**config.mk**
```make
export PLATFORM = sky130hd
export DESIGN_NAME = alu_muldiv_seq
export DESIGN_NICKNAME = d
export VERILOG_FILES = /design/src/rtl/alu_pkg.sv /design/src/rtl/alu_muldiv_seq.sv
export SDC_FILE = /design/constraint.sdc
export NUM_CORES = 1
export LEC_CHECK = 0
export CORE_MARGIN = 2
export CORE_UTILIZATION = 45
export DETAILED_ROUTE_END_ITERATION = 10
export GPL_TIMING_DRIVEN = 0
export PLACE_DENSITY_LB_ADDON = 0.12
export SYNTH_ARGS = -nofsm -noshare
export SYNTH_HDL_FRONTEND = slang
export SYNTH_SLANG_ARGS = --single-unit
```
**constraint.sdc**
```tcl
create_clock -name clk -period 2.5 [get_ports clk]
set_input_delay 0.25 -clock clk [delete_from_list [all_inputs] [get_ports clk]]
set_output_delay 0.25 -clock clk [all_outputs]
set_load 0.02 [all_outputs]
```
**src/rtl/alu_pkg.sv**
```systemverilog
`default_nettype none
// ============================================================================
// Package  : alu_pkg
// Purpose  : Shared ALU control encodings, mul/div opcodes and the
//            sequencer state type used by the execute-stage multi-cycle unit.
// Revision : 1.0  initial release
// ============================================================================
package alu_pkg;

  // ALU control codes driven by the sequencer (others belong to the decoder)
  localparam logic [2:0] ALU_ADD = 3'b000;
  localparam logic [2:0] ALU_SUB = 3'b001;

  // Multi-cycle operation select
  localparam logic OP_MULU = 1'b0;
  localparam logic OP_DIVU = 1'b1;

  // Sequencer states
  typedef enum logic [1:0] {
    ST_IDLE = 2'd0,
    ST_MUL  = 2'd1,
    ST_DIV  = 2'd2,
    ST_DONE = 2'd3
  } muldiv_state_t;

endpackage : alu_pkg
`default_nettype wire

```
**src/rtl/alu_muldiv_seq.sv**
```systemverilog
`default_nettype none
// ============================================================================
// Module   : alu_muldiv_seq
// Purpose  : 32x32 unsigned multiply / divide sequencer that borrows the
//            shared execute-stage ALU for one add or subtract per cycle.
//            MULU is shift-add, DIVU is restoring division; both take 32
//            iterations. Divide-by-zero finishes immediately with a flag.
// Revision : 1.0  initial release
// ============================================================================
module alu_muldiv_seq
  import alu_pkg::*;
(
  input  logic        clk,
  input  logic        rst_n,
  input  logic        start,
  input  logic        op,
  input  logic [31:0] opa,
  input  logic [31:0] opb,
  output logic        busy,
  output logic        done,
  output logic        dbz,
  output logic [31:0] res_lo,
  output logic [31:0] res_hi,
  output logic [31:0] alu_a,
  output logic [31:0] alu_b,
  output logic [2:0]  alu_ctrl,
  input  logic [31:0] alu_result,
  input  logic        alu_carry
);

  localparam logic [4:0] LAST_ITER = 5'd31;

  muldiv_state_t state_q, state_d;
  logic [31:0]   acc_q, acc_d;
  logic [31:0]   mq_q, mq_d;
  logic [31:0]   dvs_q, dvs_d;
  logic [4:0]    cnt_q, cnt_d;
  logic [31:0]   res_lo_q, res_lo_d;
  logic [31:0]   res_hi_q, res_hi_d;
  logic          dbz_q, dbz_d;

  // Divide step: partial remainder shifted left by one with the next dividend bit.
  // sh[32] set means sh already exceeds any 32-bit divisor, which the ALU carry
  // alone cannot see.
  logic [32:0]   sh;
  logic          qbit;

  assign sh   = {acc_q, mq_q[31]};
  assign qbit = sh[32] | alu_carry;

  // State and datapath registers; async reset clears everything including results
  always_ff @(posedge clk or negedge rst_n) begin
    if (!rst_n) begin
      state_q  <= ST_IDLE;
      acc_q    <= '0;
      mq_q     <= '0;
      dvs_q    <= '0;
      cnt_q    <= '0;
      res_lo_q <= '0;
      res_hi_q <= '0;
      dbz_q    <= 1'b0;
    end else begin
      state_q  <= state_d;
      acc_q    <= acc_d;
      mq_q     <= mq_d;
      dvs_q    <= dvs_d;
      cnt_q    <= cnt_d;
      res_lo_q <= res_lo_d;
      res_hi_q <= res_hi_d;
      dbz_q    <= dbz_d;
    end
  end

  // Next-state, iteration datapath and ALU operand drive
  always_comb begin
    state_d  = state_q;
    acc_d    = acc_q;
    mq_d     = mq_q;
    dvs_d    = dvs_q;
    cnt_d    = cnt_q;
    res_lo_d = res_lo_q;
    res_hi_d = res_hi_q;
    dbz_d    = dbz_q;
    alu_a    = '0;
    alu_b    = '0;
    alu_ctrl = ALU_ADD;

    case (state_q)
      ST_IDLE: begin
        if (start) begin
          if (op == OP_MULU) begin
            acc_d   = '0;
            mq_d    = opb;
            dvs_d   = opa;
            cnt_d   = '0;
            dbz_d   = 1'b0;
            state_d = ST_MUL;
          end else if (opb == 32'd0) begin
            // Divide-by-zero: canned result, no ALU iterations
            res_lo_d = 32'hFFFF_FFFF;
            res_hi_d = opa;
            dbz_d    = 1'b1;
            state_d  = ST_DONE;
          end else begin
            acc_d   = '0;
            mq_d    = opa;
            dvs_d   = opb;
            cnt_d   = '0;
            dbz_d   = 1'b0;
            state_d = ST_DIV;
          end
        end
      end

      ST_MUL: begin
        alu_ctrl = ALU_ADD;
        alu_a    = acc_q;
        alu_b    = mq_q[0] ? dvs_q : 32'd0;
        // 65-bit {carry, sum, multiplier} shifted right by one
        {acc_d, mq_d} = {alu_carry, alu_result, mq_q[31:1]};
        cnt_d = cnt_q + 5'd1;
        if (cnt_q == LAST_ITER) begin
          res_hi_d = acc_d;
          res_lo_d = mq_d;
          state_d  = ST_DONE;
        end
      end

      ST_DIV: begin
        alu_ctrl = ALU_SUB;
        alu_a    = sh[31:0];
        alu_b    = dvs_q;
        acc_d    = qbit ? alu_result : sh[31:0];
        mq_d     = {mq_q[30:0], qbit};
        cnt_d    = cnt_q + 5'd1;
        if (cnt_q == LAST_ITER) begin
          res_hi_d = acc_d;
          res_lo_d = mq_d;
          state_d  = ST_DONE;
        end
      end

      ST_DONE: begin
        state_d = ST_IDLE;
      end

      default: begin
        state_d = ST_IDLE;
      end
    endcase
  end

  // Status and result outputs decoded from registered state
  always_comb begin
    busy   = (state_q == ST_MUL) || (state_q == ST_DIV);
    done   = (state_q == ST_DONE);
    dbz    = dbz_q;
    res_lo = res_lo_q;
    res_hi = res_hi_q;
  end

endmodule : alu_muldiv_seq
`default_nettype wire

```
==> results.ini, run 1 <==
[sta]
slew_violations = 0
fin_tns_setup_ns = 0
fmax_mhz = 408
rsz0062_at_grt = true
period_needed_ns = 2.45
finalSetupViolations = 0
skew_ns = 0.00802
slew_headroom = 0.471
post-route-period-util = 0.981
hold_viol = 0
tightest_slew_ns = 0.793

[run]
max_cap_violations = 0

[clock_tree]
cts-root-buf = clkbuf_16
cts_tree = built
cts.sinks = 168
cts_buffer_depth = 2
clock_latency_ns = 0.43
htree_levels = 4
numCtsBuffers = 17
clk_pin_slew_ns = 0.07

[placed_design]
dp.cells = 1410
globalplace.congestion = 0.883
portBuffers = 231
dp.final_hpwl_um = 23300

[setup_path]
worstSetupEndpoint = alu_b[1]
crit_path_top_delay_cell = dfrtp_1
path_buf_inv = 7
r2r_setup_slack_ns = 0.18
arrival_ns = 2.20
setup.worst_path.class = flop to output pin
crit_cells = 10
required_ns = 2.25
cp_max_fo = 10
critPathLaunch = state_q[0]
setup.worst_path.start_class = flop
reg2reg_depth = 10
endpoint_kind = output pin
r2r-end = res_lo[28]
crit_chain = inv_2, buf_4, ha_4, buf_6, inv_4, nor2_4, buf_6, buf_8, and2_1, buf_4
path_delay_family = buffers and inverters
slowest_delay_ns = 0.37
r2r-start = state_q[0]

[drt]
drt_iter0_drc = 486
vias = 8280
first_pass_iters = 5
finalWirelength_um = 31000
wire_per_inst_um = 21.3
drc_errors = 0
viasPerCell = 5.69
ant_nets = 0

[final_layout]
instances_no_fill = 1455
fill_cells = 1808
utilization = 0.620
nNetsFinal = 1274
layout-drive-gt1-share = 0.196
syn2layout_area_growth_pct = 36.1

[die]
num_rows = 53
ios = 235
die_w_um = 149
dieHeight_um = 149
dieArea_um2 = 22300
initial_utilization = 0.456
core_area_um2 = 20800

[status]
status = finished clean

[power]
seqPwrFrac = 0.251
power.switching_w = 0.00849
cellPowerDensity_nw_per_um2 = 1510
p_leak_nw = 5.74
fin_total_pwr_w = 0.0195
p_sw_frac = 0.436
p_clk_frac = 0.143
intPower_w = 0.0110
peakVddDrop_mv = 0.883
p_comb_frac = 0.606

[logic_synthesis]
async_reset_ff_frac = 1.00
synth_cell_type_count = 40
synth_edf_count = 0
synth.yosys.warnings = 0
synth_area_um2 = 9490
synth.area.top_cells = dfrtp_1 (44%), mux2i_1 (9.9%), mux2_1 (6.3%)
seq_area_frac_synth = 0.443
synth_area_per_cell_um2 = 10.5
synth.largest_area_cell = dfrtp_1
yosys_register_bits = 168
syn_inst = 902
synth_top_area_frac = 0.443
synthFlopType = dfrtp_1

[global_routing]
antenna_found_initial = 0
overflow = 0
grt_max_degree = 116
grtUsageTotal = 0.279
grt_pass1_vias = 8182
grt_first_pass_wirelength_um = 47200

[min_path]
hold_path.class = primary input to flop

## metrics by stage
| stage | setup slack [ns] | hold WS (ns) | cell area [um2] |
|---|---|---|---|
| after floorplan | 0.210 | -0.0456 | 9490 |
| after global placement | -6.01 | 0.458 | 12100 |
| after detailed placement | -1.17 | 0.203 | 12200 |
| after CTS | -0.00599 | 0.254 | 12900 |
| after global routing | -0.0249 | 0.286 | 12900 |
| final | 0.0482 | 0.279 | 12900 |
## routing by layer
layer	track usage	up-vias	wire length (um)
li1	-	3842	-
met1	0.382	4051	13400
met2	0.452	335	14800
met3	0.0532	52	2060
met4	0.0819	0	745
met5	0	-	0
## layout by cell type, fill, tap and decap left out, types with 35 or more instances in the layout
| cell type | instances |
|---|---|
| clkdlybuf4s50_1 | 166 |
| mux2_1 | 53 |
| a22o_1 | 66 |
| nor2_1 | 39 |
| buf_4 | 35 |
| dfrtp_1 | 168 |
| mux2i_1 | 94 |
| nand2_1 | 73 |
| buf_2 | 38 |
| o21ai_0 | 36 |
| mux2_2 | 44 |
## cells by family (layout without fill, tap and decap cells)
kind of cell               count (synthesis)  count (layout)  share of synthesized area
buffers and inverters                    123             399                     0.0632
adders and majority gates                  7               7                    0.00923
muxes                                    191             191                      0.214
AOI/OAI and AO/OA                        245             245                      0.189
and+or+nand+nor                          167             167                     0.0808
other                                      1               3                   0.000395
DFF                                      168             168                      0.443
## sequential cells by signal, indices dropped and copies added (netlist names)
name and cells:
state_q 2, dvs_q 32, res_lo 32, acc_q 32
cnt_q 5, res_hi 32, mq_q 32, dbz 1
## worst min-delay path by stage
stage,startpoint,endpoint,slack [ns],cells past startpoint
after global placement,dvs_q[8],dvs_q[8],0.46,2
final,op,cnt_q[2],0.28,4
after CTS,op,cnt_q[2],0.25,4
after detailed placement,rst_n,res_hi[8],0.20,1
after global routing,op,cnt_q[2],0.29,4
after floorplan,rst_n,acc_q[0],-0.05,0
## layout make-up
| type | instances | area, um2 | area share |
|---|---|---|---|
| multi-input cells | 612 | 4760 | 0.369 |
| flip-flops and latches | 168 | 4200 | 0.326 |
| repair buffers | 246 | 2230 | 0.173 |
| plain buffers | 84 | 614 | 0.0476 |
| clock buffers | 21 | 480 | 0.0372 |
| well taps | 275 | 344 | 0.0266 |
| inverters | 37 | 141 | 0.0109 |
| clock inverters | 11 | 135 | 0.0105 |
| diodes | 1 | 2.50 | 0.000194 |
## power groups by stage
| stage | Clock, W | Sequential [W] | Combinational (W) |
|---|---|---|---|
| 5_1_grt | 0.00294 | 0.00505 | 0.0127 |
| 6_report | 0.00278 | 0.00490 | 0.0118 |
| 3_3_place_gp | 0 | 0.00488 | 0.0111 |
| 3_5_place_dp | 0 | 0.00491 | 0.0112 |
| 4_1_cts | 0.00281 | 0.00488 | 0.0116 |
| 2_1_floorplan | 0 | 0.00535 | 0.00676 |
## cells in the mapped netlist (2+ instances only)
library cell	count
mux2_1	53
inv_1	36
o21ai_0	36
nor4_1	8
a221o_1	31
a22oi_1	33
buf_6	11
o21ai_1	34
a21oi_1	2
nand3_1	5
nand2_1	73
buf_4	8
a211o_1	2
mux2i_1	94
and4_1	2
ha_1	7
and3_1	2
dfrtp_1	168
nor2_1	40
nand3_2	2
buf_2	20
and2_1	33
mux2_2	44
a22o_1	66
o22ai_1	32
buf_1	3
clkbuf_1	44
## worst min-delay path: stages
cell and delay (ns):
clkbuf_1 0.15, nand3_2 0.12, a31oi_1 0.08, o21ai_1 0.06
## timing repair
| action | 4_1_cts | 5_1_grt |
|---|---|---|
| hold buffers | 1 | 0 |
| setup endpoints to repair | 67 | 57 |
| endpoints found under the hold margin | 53 | 0 |
| resized for setup | 249 | 85 |
| setup buffers | 8 | 5 |
| pin swaps | 1 | 2 |
Power figures use the tool's default switching activity.
==> run 2: changes to the inputs <==
ABC_AREA = 1   (was not set)
CTS_BUF_LIST = sky130_fd_sc_hd__clkbuf_8   (was not set)
clock period = 2.3 ns   (was 2.5 ns; I/O delays follow)
==> results.ini, run 2 <==
[clock_tree]
numCtsBuffers = 17
cts-root-buf = clkbuf_8
cts.sinks = 168
cts_tree = built
clk_pin_slew_ns = 0.09
cts_buffer_depth = 2
htree_levels = 4
clock_latency_ns = 0.46

[global_routing]
met2_usage = 0.464
grt_pass1_vias = 10101
grt_max_degree = 118
grt_first_pass_wirelength_um = 56400
antenna_found_initial = 2
overflow = 0
globalRouteMet1Util = 0.448
grt.busiest_layer = met2
groute.layer.met3.usage = 0.0488
grtUsageTotal = 0.305

[die]
num_rows = 54
dieArea_um2 = 23400
ios = 235
dieHeight_um = 153
die_w_um = 153
core_area_um2 = 21800
initial_utilization = 0.458

[logic_synthesis]
syn_inst = 1430
synth_area_per_cell_um2 = 6.99
synthFlopType = dfrtp_1
netlist_top_cells_count = nand2_1 (632), nand3_1 (239), dfrtp_1 (168), nor2_1 (59), inv_1 (43)
synth.most_common_cell = nand2_1
synth_top_area_frac = 0.421
async_reset_ff_frac = 1.00
seq_area_frac_synth = 0.421
synth_edf_count = 0
synth_cell_type_count = 28
yosys_register_bits = 168
synth_area_um2 = 10000
synth.area.top_cells = dfrtp_1 (42%), nand2_1 (24%), nand3_1 (12%)
synth.yosys.warnings = 0
synth.largest_area_cell = dfrtp_1

[sta]
rsz0062_at_grt = true
slew_headroom = 0.510
fmax_mhz = 425
slew_violations = 0
hold_viol = 0
period_needed_ns = 2.36
skew_ns = 0.00689
finalSetupViolations = 43
fin_tns_setup_ns = -1.10
tightest_slew_ns = 0.735
fin_ws_ns = -0.0553
post-route-period-util = 1.02

[drt]
finalWirelength_um = 36300
viasPerCell = 5.40
wire_per_inst_um = 18.1
ant_nets = 0
vias = 10802
drt_iter0_drc = 1088
drc_errors = 0
first_pass_iters = 8

[placed_design]
portBuffers = 231
globalplace.congestion = 0.959
dp.cells = 1943
dp.final_hpwl_um = 27000

[power]
cellPowerDensity_nw_per_um2 = 1680
intPower_w = 0.0114
power.switching_w = 0.0118
peakVddDrop_mv = 1.09
p_comb_frac = 0.683
p_leak_nw = 6.94
p_sw_frac = 0.509
p_clk_frac = 0.096
seqPwrFrac = 0.222

[status]
violations = setup timing
status = finished with violations

[final_layout]
layout-drive-gt1-share = 0.163
syn2layout_area_growth_pct = 38.6
layout_commonest_cell = nand2_1
instances_no_fill = 1999
layout_common_cells = nand2_1 (632), nand3_1 (239), dfrtp_1 (168)
fill_cells = 2040
nNetsFinal = 1814
antenna_cells = 0

[setup_path]
setup.worst_path.start_class = flop
endpoint_kind = output pin
required_ns = 2.07
reg2reg_depth = 9
arrival_ns = 2.13
setup.worst_path.class = flop to output pin
cp_max_fo = 7

[min_path]
hold_path_depth = 3
hold_path.class = primary input to flop

[run]
max_cap_violations = 0

-- run 2: changes by cell type in the layout (fill, tap and decap cells not counted), moves of 18 or more --
cell | before | now
nand2_1 | 73 | 632
and2_1 | 26 | 0
a22o_1 | 66 | 0
nand3_1 | 5 | 239
buf_4 | 35 | 64
buf_6 | 20 | 38
mux2_2 | 44 | 0
nand3_2 | 2 | 21
a22oi_1 | 33 | 0
mux2_1 | 53 | 0
mux2i_1 | 94 | 32
o22ai_1 | 32 | 1
a221o_1 | 31 | 0
a21oi_2 | 1 | 25
-- run 2: metal layers --
layer,up-vias,wire length (um)
li1,5139,-
met1,5061,15900
met2,524,16300
met3,76,2860
met4,2,1170
met5,-,14
-- run 2: what timing repair did --
item / 4_1_cts / 5_1_grt
pin swaps: 4 / 1
hold buffers: 1 / 0
resized for setup: 418 / 79
setup endpoints to repair: 120 / 151
endpoints found under the hold margin: 51 / 0
setup buffers: 7 / 13
gates cloned: 2 / 3
-- run 2: worst paths after layout --
kind / start / to / slack, ns
max reg2reg: state_q[1] / mq_q[29] / 0.14
min reg2reg: res_hi[5] / res_hi[5] / 0.48
min: op / dbz / 0.07
max: state_q[1] / alu_b[20] / -0.06
max in group asynchronous: rst_n / res_lo[5] / 1.09
min in group asynchronous: rst_n / acc_q[9] / 0.26
-- run 2: kinds of logic after synthesis --
family | count (synthesis) | share of synthesized area
and+or+nand+nor | 958 | 0.404
adders and majority gates | 7 | 0.00876
other | 1 | 0.000375
DFF | 168 | 0.421
xor gates and xnor gates | 1 | 0.000876
muxes | 32 | 0.0320
AOI/OAI and AO/OA | 108 | 0.0549
buffers and inverters | 155 | 0.0781
-- run 2: area by class of cell --
type / instances / area [um2] / area share
clock inverter: 14 / 160 / 0.0116
inverter: 44 / 165 / 0.0119
buffer: 109 / 862 / 0.0622
clock buffer: 18 / 248 / 0.0179
multi-input combinational: 1108 / 5320 / 0.384
sequential: 168 / 4200 / 0.303
tap: 280 / 350 / 0.0253
timing repair buffer: 258 / 2550 / 0.184
-- run 2: critical path: stages (launching register included) --
cell	delay [ns]
dfrtp_1	0.45
inv_2	0.10
ha_1	0.20
buf_6	0.14
o211ai_1	0.19
buf_6	0.21
clkbuf_16	0.19
nor2_2	0.04
buf_4	0.14
-- run 2: power groups by stage --
stage / logic [W] / registers (W) / clock network, W
after global routing: 0.0173 / 0.00528 / 0.00240
after detailed placement: 0.0136 / 0.00516 / 0
after global placement: 0.0135 / 0.00516 / 0
final: 0.0159 / 0.00515 / 0.00223
after CTS: 0.0147 / 0.00512 / 0.00226
after floorplan: 0.00826 / 0.00560 / 0
-- run 2: stage by stage --
step | total power, W | util | instance area, um2 | setup slack [ns] | hold WS (ns)
5_1_grt | 0.0249 | 0.635 | 13900 | -0.134 | 0.0568
4_1_cts | 0.0221 | 0.617 | 13500 | -0.0494 | 0.0406
2_1_floorplan | 0.0139 | - | 10000 | 0.145 | -0.0656
3_5_place_dp | 0.0188 | 0.582 | 12700 | -0.894 | 0.166
6_report | 0.0232 | 0.635 | 13900 | -0.0553 | 0.0661
3_3_place_gp | 0.0186 | 0.580 | 12700 | -6.02 | 0.458
==> run 3: changes to the inputs <==
PLACE_DENSITY = 0.73   (was not set)
PLACE_DENSITY_LB_ADDON = not set   (was 0.12)
==> results.ini, run 3 (synthesized netlist as in run 2, its figures left out) <==
[sta]
post-route-period-util = 1.02
slew_violations = 0
hold-worst-slack_ns = 0.0746
fmax_mhz = 427
skew_ns = 0.0165
fin_tns_setup_ns = -0.345
tightest_slew_ns = 0.749
slew_headroom = 0.501
hold_viol = 0
rsz0062_at_grt = true
period_needed_ns = 2.34
finalSetupViolations = 18
fin_ws_ns = -0.0430

[setup_path]
crit_path_top_delay_cell = dfrtp_1
required_ns = 2.07
setup.worst_path.class = flop to output pin
reg2reg_depth = 9
arrival_ns = 2.11
setup.worst_path.start_class = flop
critPathLaunch = state_q[0]
endpoint_kind = output pin
worstSetupEndpoint = alu_b[24]
slowest_delay_ns = 0.43
crit_chain = inv_2, ha_4, clkbuf_16, o211ai_1, buf_6, buf_8, nor2_2, buf_4
crit_cells = 8
r2r-start = state_q[0]
cp_max_fo = 8
path_buf_inv = 5
r2r-end = mq_q[8]
path_delay_family = buffers and inverters
r2r_setup_slack_ns = 0.14

[placed_design]
globalplace.congestion = 0.963
dp.final_hpwl_um = 27300
portBuffers = 231
dp.cells = 1943

[power]
p_sw_frac = 0.516
p_comb_frac = 0.689
fin_total_pwr_w = 0.0233
p_leak_nw = 6.94
power.switching_w = 0.0120
seqPwrFrac = 0.220
cellPowerDensity_nw_per_um2 = 1670
p_clk_frac = 0.090
peakVddDrop_mv = 0.960
intPower_w = 0.0113

[status]
status = finished with violations
violations = setup timing

[run]
max_cap_violations = 0

[final_layout]
multi_input_area_um2 = 5430
fill_cells = 1972
seq_area_um2 = 4200
layout_commonest_cell = nand2_1
instances_no_fill = 2000
syn2layout_area_growth_pct = 39.9
layout-drive-gt1-share = 0.163
layout_common_cells = nand2_1 (632), nand3_1 (239), dfrtp_1 (168)
nNetsFinal = 1814
utilization = 0.641

[drt]
drt_iter0_drc = 1144
drc_errors = 0
vias = 11072
ant_nets = 0
viasPerCell = 5.54
wire_per_inst_um = 18.4
first_pass_iters = 6
finalWirelength_um = 36800

[clock_tree]
numCtsBuffers = 17
htree_levels = 4
cts_tree = built
cts.sinks = 168
cts-root-buf = clkbuf_8
clk_pin_slew_ns = 0.08
cts_buffer_depth = 2
clock_latency_ns = 0.47

[die]
dieArea_um2 = 23400
num_rows = 54
dieHeight_um = 153
die_w_um = 153
core_area_um2 = 21800
initial_utilization = 0.458
ios = 235

[global_routing]
antenna_found_initial = 1
grt_first_pass_wirelength_um = 56400
overflow = 0
grtUsageTotal = 0.304
grt_pass1_vias = 10295
grt_max_degree = 119

[min_path]
hold_path.class = primary input to flop

-- run 3: stage by stage --
| step | worst slack [ns] | instance area (um2) |
|---|---|---|
| after floorplan | 0.145 | 10000 |
| after global placement | -5.98 | 12700 |
| after detailed placement | -0.926 | 12700 |
| after CTS | -0.00845 | 13400 |
| after global routing | -0.105 | 14000 |
| final | -0.0430 | 14000 |
-- run 3: layout make-up --
type | count | share of cell area
diodes | 1 | 0.000179
plain buffers | 109 | 0.0599
clock buffers | 19 | 0.0187
clock inverters | 13 | 0.00859
inverters | 44 | 0.0118
multi-input cells | 1108 | 0.388
flip-flops and latches | 168 | 0.301
well taps | 280 | 0.0250
repair buffers | 258 | 0.187
-- run 3: how the worst min path moves through the flow --
stage / startpoint / endpoint / slack, ns / cells after the start
floorplan: rst_n / acc_q[0] / -0.07 / 0
global placement: res_hi[8] / res_hi[8] / 0.46 / 2
detailed placement: rst_n / res_hi[22] / 0.16 / 1
CTS: op / dbz / 0.05 / 3
global route: op / dbz / 0.07 / 3
finish: op / dbz / 0.07 / 3
-- run 3: worst reg2reg max path, stage by stage (launching register included) --
cell      delay (ns)
dfrtp_1         0.44
inv_2           0.14
ha_4            0.23
inv_2           0.07
buf_8           0.12
buf_4           0.12
clkbuf_1        0.39
nand3_1         0.32
nand3_1         0.17
nand2_1         0.07
-- run 3: power by group through the flow --
stage	registers, W	clock network (W)	logic [W]
after global routing	0.00527	0.00224	0.0174
after global placement	0.00515	0	0.0135
after floorplan	0.00560	0	0.00826
final	0.00515	0.00211	0.0161
after CTS	0.00511	0.00212	0.0147
after detailed placement	0.00516	0	0.0137
-- run 3: routing by layer --
layer  up-vias  global-route usage  wire (um)
met5         -                   0          0
met4         0               0.113       1300
met3        92              0.0632       3290
met2       631               0.478      17000
met1      5200               0.415      15300
li1       5149                   -          -
-- run 3: timing repair --
item,CTS,global route
gates cloned,4,3
hold endpoints to repair,50,0
hold buffers,1,0
setup buffers,12,6
pin swaps,2,2
endpoints found under the setup margin,113,163
gates resized for setup,376,158
==> patch: new RTL, settings of run 2 <==
Register the inputs `start`, `op`, `opa`, `opb`, `alu_result` and `alu_carry` before use, with the module's reset. The logic sees them one clock later.
--- a/src/rtl/alu_muldiv_seq.sv
+++ b/src/rtl/alu_muldiv_seq.sv
@@ -31,4 +31,29 @@
   localparam logic [4:0] LAST_ITER = 5'd31;
 
+  logic start_q;
+  logic op_q;
+  logic [31:0] opa_q;
+  logic [31:0] opb_q;
+  logic [31:0] alu_result_q;
+  logic alu_carry_q;
+
+  always_ff @(posedge clk or negedge rst_n) begin
+    if (!rst_n) begin
+      start_q      <= '0;
+      op_q         <= '0;
+      opa_q        <= '0;
+      opb_q        <= '0;
+      alu_result_q <= '0;
+      alu_carry_q  <= '0;
+    end else begin
+      start_q      <= start;
+      op_q         <= op;
+      opa_q        <= opa;
+      opb_q        <= opb;
+      alu_result_q <= alu_result;
+      alu_carry_q  <= alu_carry;
+    end
+  end
+
   muldiv_state_t state_q, state_d;
   logic [31:0]   acc_q, acc_d;
@@ -47,5 +72,5 @@
 
   assign sh   = {acc_q, mq_q[31]};
-  assign qbit = sh[32] | alu_carry;
+  assign qbit = sh[32] | alu_carry_q;
 
   // State and datapath registers; async reset clears everything including results
@@ -88,22 +113,22 @@
     case (state_q)
       ST_IDLE: begin
-        if (start) begin
-          if (op == OP_MULU) begin
+        if (start_q) begin
+          if (op_q == OP_MULU) begin
             acc_d   = '0;
-            mq_d    = opb;
-            dvs_d   = opa;
+            mq_d    = opb_q;
+            dvs_d   = opa_q;
             cnt_d   = '0;
             dbz_d   = 1'b0;
             state_d = ST_MUL;
-          end else if (opb == 32'd0) begin
+          end else if (opb_q == 32'd0) begin
             // Divide-by-zero: canned result, no ALU iterations
             res_lo_d = 32'hFFFF_FFFF;
-            res_hi_d = opa;
+            res_hi_d = opa_q;
             dbz_d    = 1'b1;
             state_d  = ST_DONE;
           end else begin
             acc_d   = '0;
-            mq_d    = opa;
-            dvs_d   = opb;
+            mq_d    = opa_q;
+            dvs_d   = opb_q;
             cnt_d   = '0;
             dbz_d   = 1'b0;
@@ -118,5 +143,5 @@
         alu_b    = mq_q[0] ? dvs_q : 32'd0;
         // 65-bit {carry, sum, multiplier} shifted right by one
-        {acc_d, mq_d} = {alu_carry, alu_result, mq_q[31:1]};
+        {acc_d, mq_d} = {alu_carry_q, alu_result_q, mq_q[31:1]};
         cnt_d = cnt_q + 5'd1;
         if (cnt_q == LAST_ITER) begin
@@ -131,5 +156,5 @@
         alu_a    = sh[31:0];
         alu_b    = dvs_q;
-        acc_d    = qbit ? alu_result : sh[31:0];
+        acc_d    = qbit ? alu_result_q : sh[31:0];
         mq_d     = {mq_q[30:0], qbit};
         cnt_d    = cnt_q + 5'd1;
Formal check against the unedited RTL: not equivalent (Yosys sat finds a counterexample within 4 cycles, from zero or initial values and one cycle with rst_n low).
==> patch against run 2 <==
The run still ends with setup timing left. Synthesized area grew 24%. Clock skew rose by 0.015 ns. Worst setup slack got worse by 0.11 ns. Power increased by 19%. Routed wire length is 11% higher. Cell area rose by 25%. Sequential cell count is 99 higher. Worst hold slack improved by 0.042 ns. Highest routed layer is now met4.
==> patch: results (changes against run 2) <==
detail_route.wl_per_cell_um: 18.18  # +0.22%
setup_tns_ns: -5.245  # -4.142 ns
track_usage_pct: 27.66  # -2.8 points
async_flop_share_pct: 100.0  # unchanged
whs_path_depth: 1  # -2
cp.arrival_ns: 2.24  # +0.11 ns
cp_max_fo: 5  # -2
antenna_found_initial: 0  # -2
clkTransAtPathRegs_ns: 0.06  # -0.03 ns
timing.final.ws_setup_ns: -0.1657  # -0.1103 ns
synth_cell_types: 26  # -7.1%
power_switching_mw: 12.58  # +6.4%
cts_buffer_depth: 3  # +1
violations: "setup timing"
rr_worst_depth: 10  # +1
setup_viol: 61  # +42%
final_nets: 1950  # +7.5%
cellLeakagePower_nw: 8.544  # +23%
synthTopCellsByArea: "dfrtp_1 (54%), nand2_1 (19%), nand3_1 (11%), o21ai_0 (2.8%), mux2i_1 (2.6%)"
synth_top_flop_cell: "dfrtp_1"
cts-root-buf: "clkbuf_8"
slowest_delay_ns: 0.38  # -0.07 ns
placement.io_buffers: 232  # +0.43%
diodes: 0  # unchanged
finClkSkew_ns: 0.02148  # +0.01459 ns
cts_buffers: 46  # +29
worst_path_max_delay_cell: "dfrtp_1"
tightest_slew_ns: 0.7550  # +0.02000 ns
fillers: 2363  # +16%
grt_pass1_wl_um: 62260  # +10%
first_iter_violations: 1232  # +13%
htreeDepth: 2  # -2
synth_commonest_cells: "nand2_1 (634), dfrtp_1 (267), nand3_1 (260), o21ai_0 (69), nor2_1 (59)"
dr_total_vias: 11847  # +9.7%
grt_max_degree: 120  # +1.7%
dp_hpwl_um: 27810  # +3.0%
ir_worst_vdd_uv: 772.9  # -29%
startpoint_type: "flop"
synth_warnings: 0  # unchanged
drive_above_1_share_pct: 16.43  # +0.14 points
seq_area_frac_synth_pct: 53.99  # +12 points
min_path_type: "in -> reg"
dr.pass1.iters: 6  # -2
status: "complete, but fails checks"
insertion_delay_ns: 0.56  # +0.10 ns
globalplace.congestion: 0.8795  # -8.3%
## patch: cell types whose count changed in the layout (fill, tap and decap cells not counted), sizes merged, moves of 2 or more
cell,delta
buf,+2
dfrtp,+99
inv,+4
clkbuf,+49
## patch: stage by stage
stage	setup slack [ns]	hold slack (ns)	power, mW	instance area (um2)	std cells
final	-0.1657	0.1079	27.60	17320	2216
after global placement	-10.54	0.4549	20.08	15130	2101
after detailed placement	-1.048	0.1468	20.29	15190	2103
after CTS	-0.1731	0.08059	26.50	16770	2203
after global routing	-0.2405	0.08266	29.43	17320	2216
after floorplan	0.1634	-0.06559	15.39	12380	1528
## patch: cells by family (layout without fill, tap and decap cells)
kind of cell	after synthesis	count (layout)	share of synthesized area [%]
simple gates	958	958	31.78
compound gates	108	108	4.438
other cells	1	2	0.03030
buf+inv	153	500	6.400
flops	267	267	53.99
fa+ha+maj	7	7	0.7077
mux	32	32	2.588
xor+xnor	1	1	0.07078
## patch: cell type report
class                   count  share of cell area (%)
repair buffers            269                   15.88
clock buffers              62                   4.928
clock inverters            19                   1.077
flip-flops and latches    267                   38.59
inverters                  44                   1.012
plain buffers             106                   4.986
multi-input cells        1108                   31.06
well taps                 341                   2.464
## patch: timing repair
item / in CTS / in global routing
hold buffers: 1 / 0
pin swaps: 4 / 17
buffers inserted: 17 / 10
hold endpoints to repair: 47 / 0
endpoints found under the setup margin: 112 / 105
gates cloned: 2 / 5
resized for setup: 451 / 95
## patch: path summary, 6_finish.rpt
path	start	slack, ns	to
hold / removal	alu_result[2]	0.11	alu_result_q[2]
setup reg to reg	state_q[1]	0.09	res_hi[11]
setup / recovery	state_q[1]	-0.17	alu_b[23]
min in group asynchronous	rst_n	0.16	alu_result_q[25]
hold reg to reg	res_hi[14]	0.47	res_hi[14]
max in group asynchronous	rst_n	0.81	dvs_q[18]
## patch: routing by layer
layer / share of wire, % / global-route usage, %
met1: 43 / 37.99
met2: 45 / 43.16
met3: 8.1 / 5.884
met4: 3.7 / 10.89
met5: 0 / 0
## patch: worst max-delay path: cells and delay by family, from the launching register on
kind / cells / cell delay, ns
AOI/OAI and AO/OA: 1 / 0.08
and+or+nand+nor: 1 / 0.10
buffers and inverters: 6 / 0.80
adders and majority gates: 1 / 0.30
DFF: 1 / 0.38
## patch: power groups by stage
stage	combinational (mW)	sequential (mW)	clock (mW)
floorplan	7.96	7.43	0
global placement	13.0	7.04	0
detailed placement	13.2	7.04	0
CTS	14.6	6.99	4.90
global route	17.1	7.16	5.14
finish	15.8	7.02	4.83
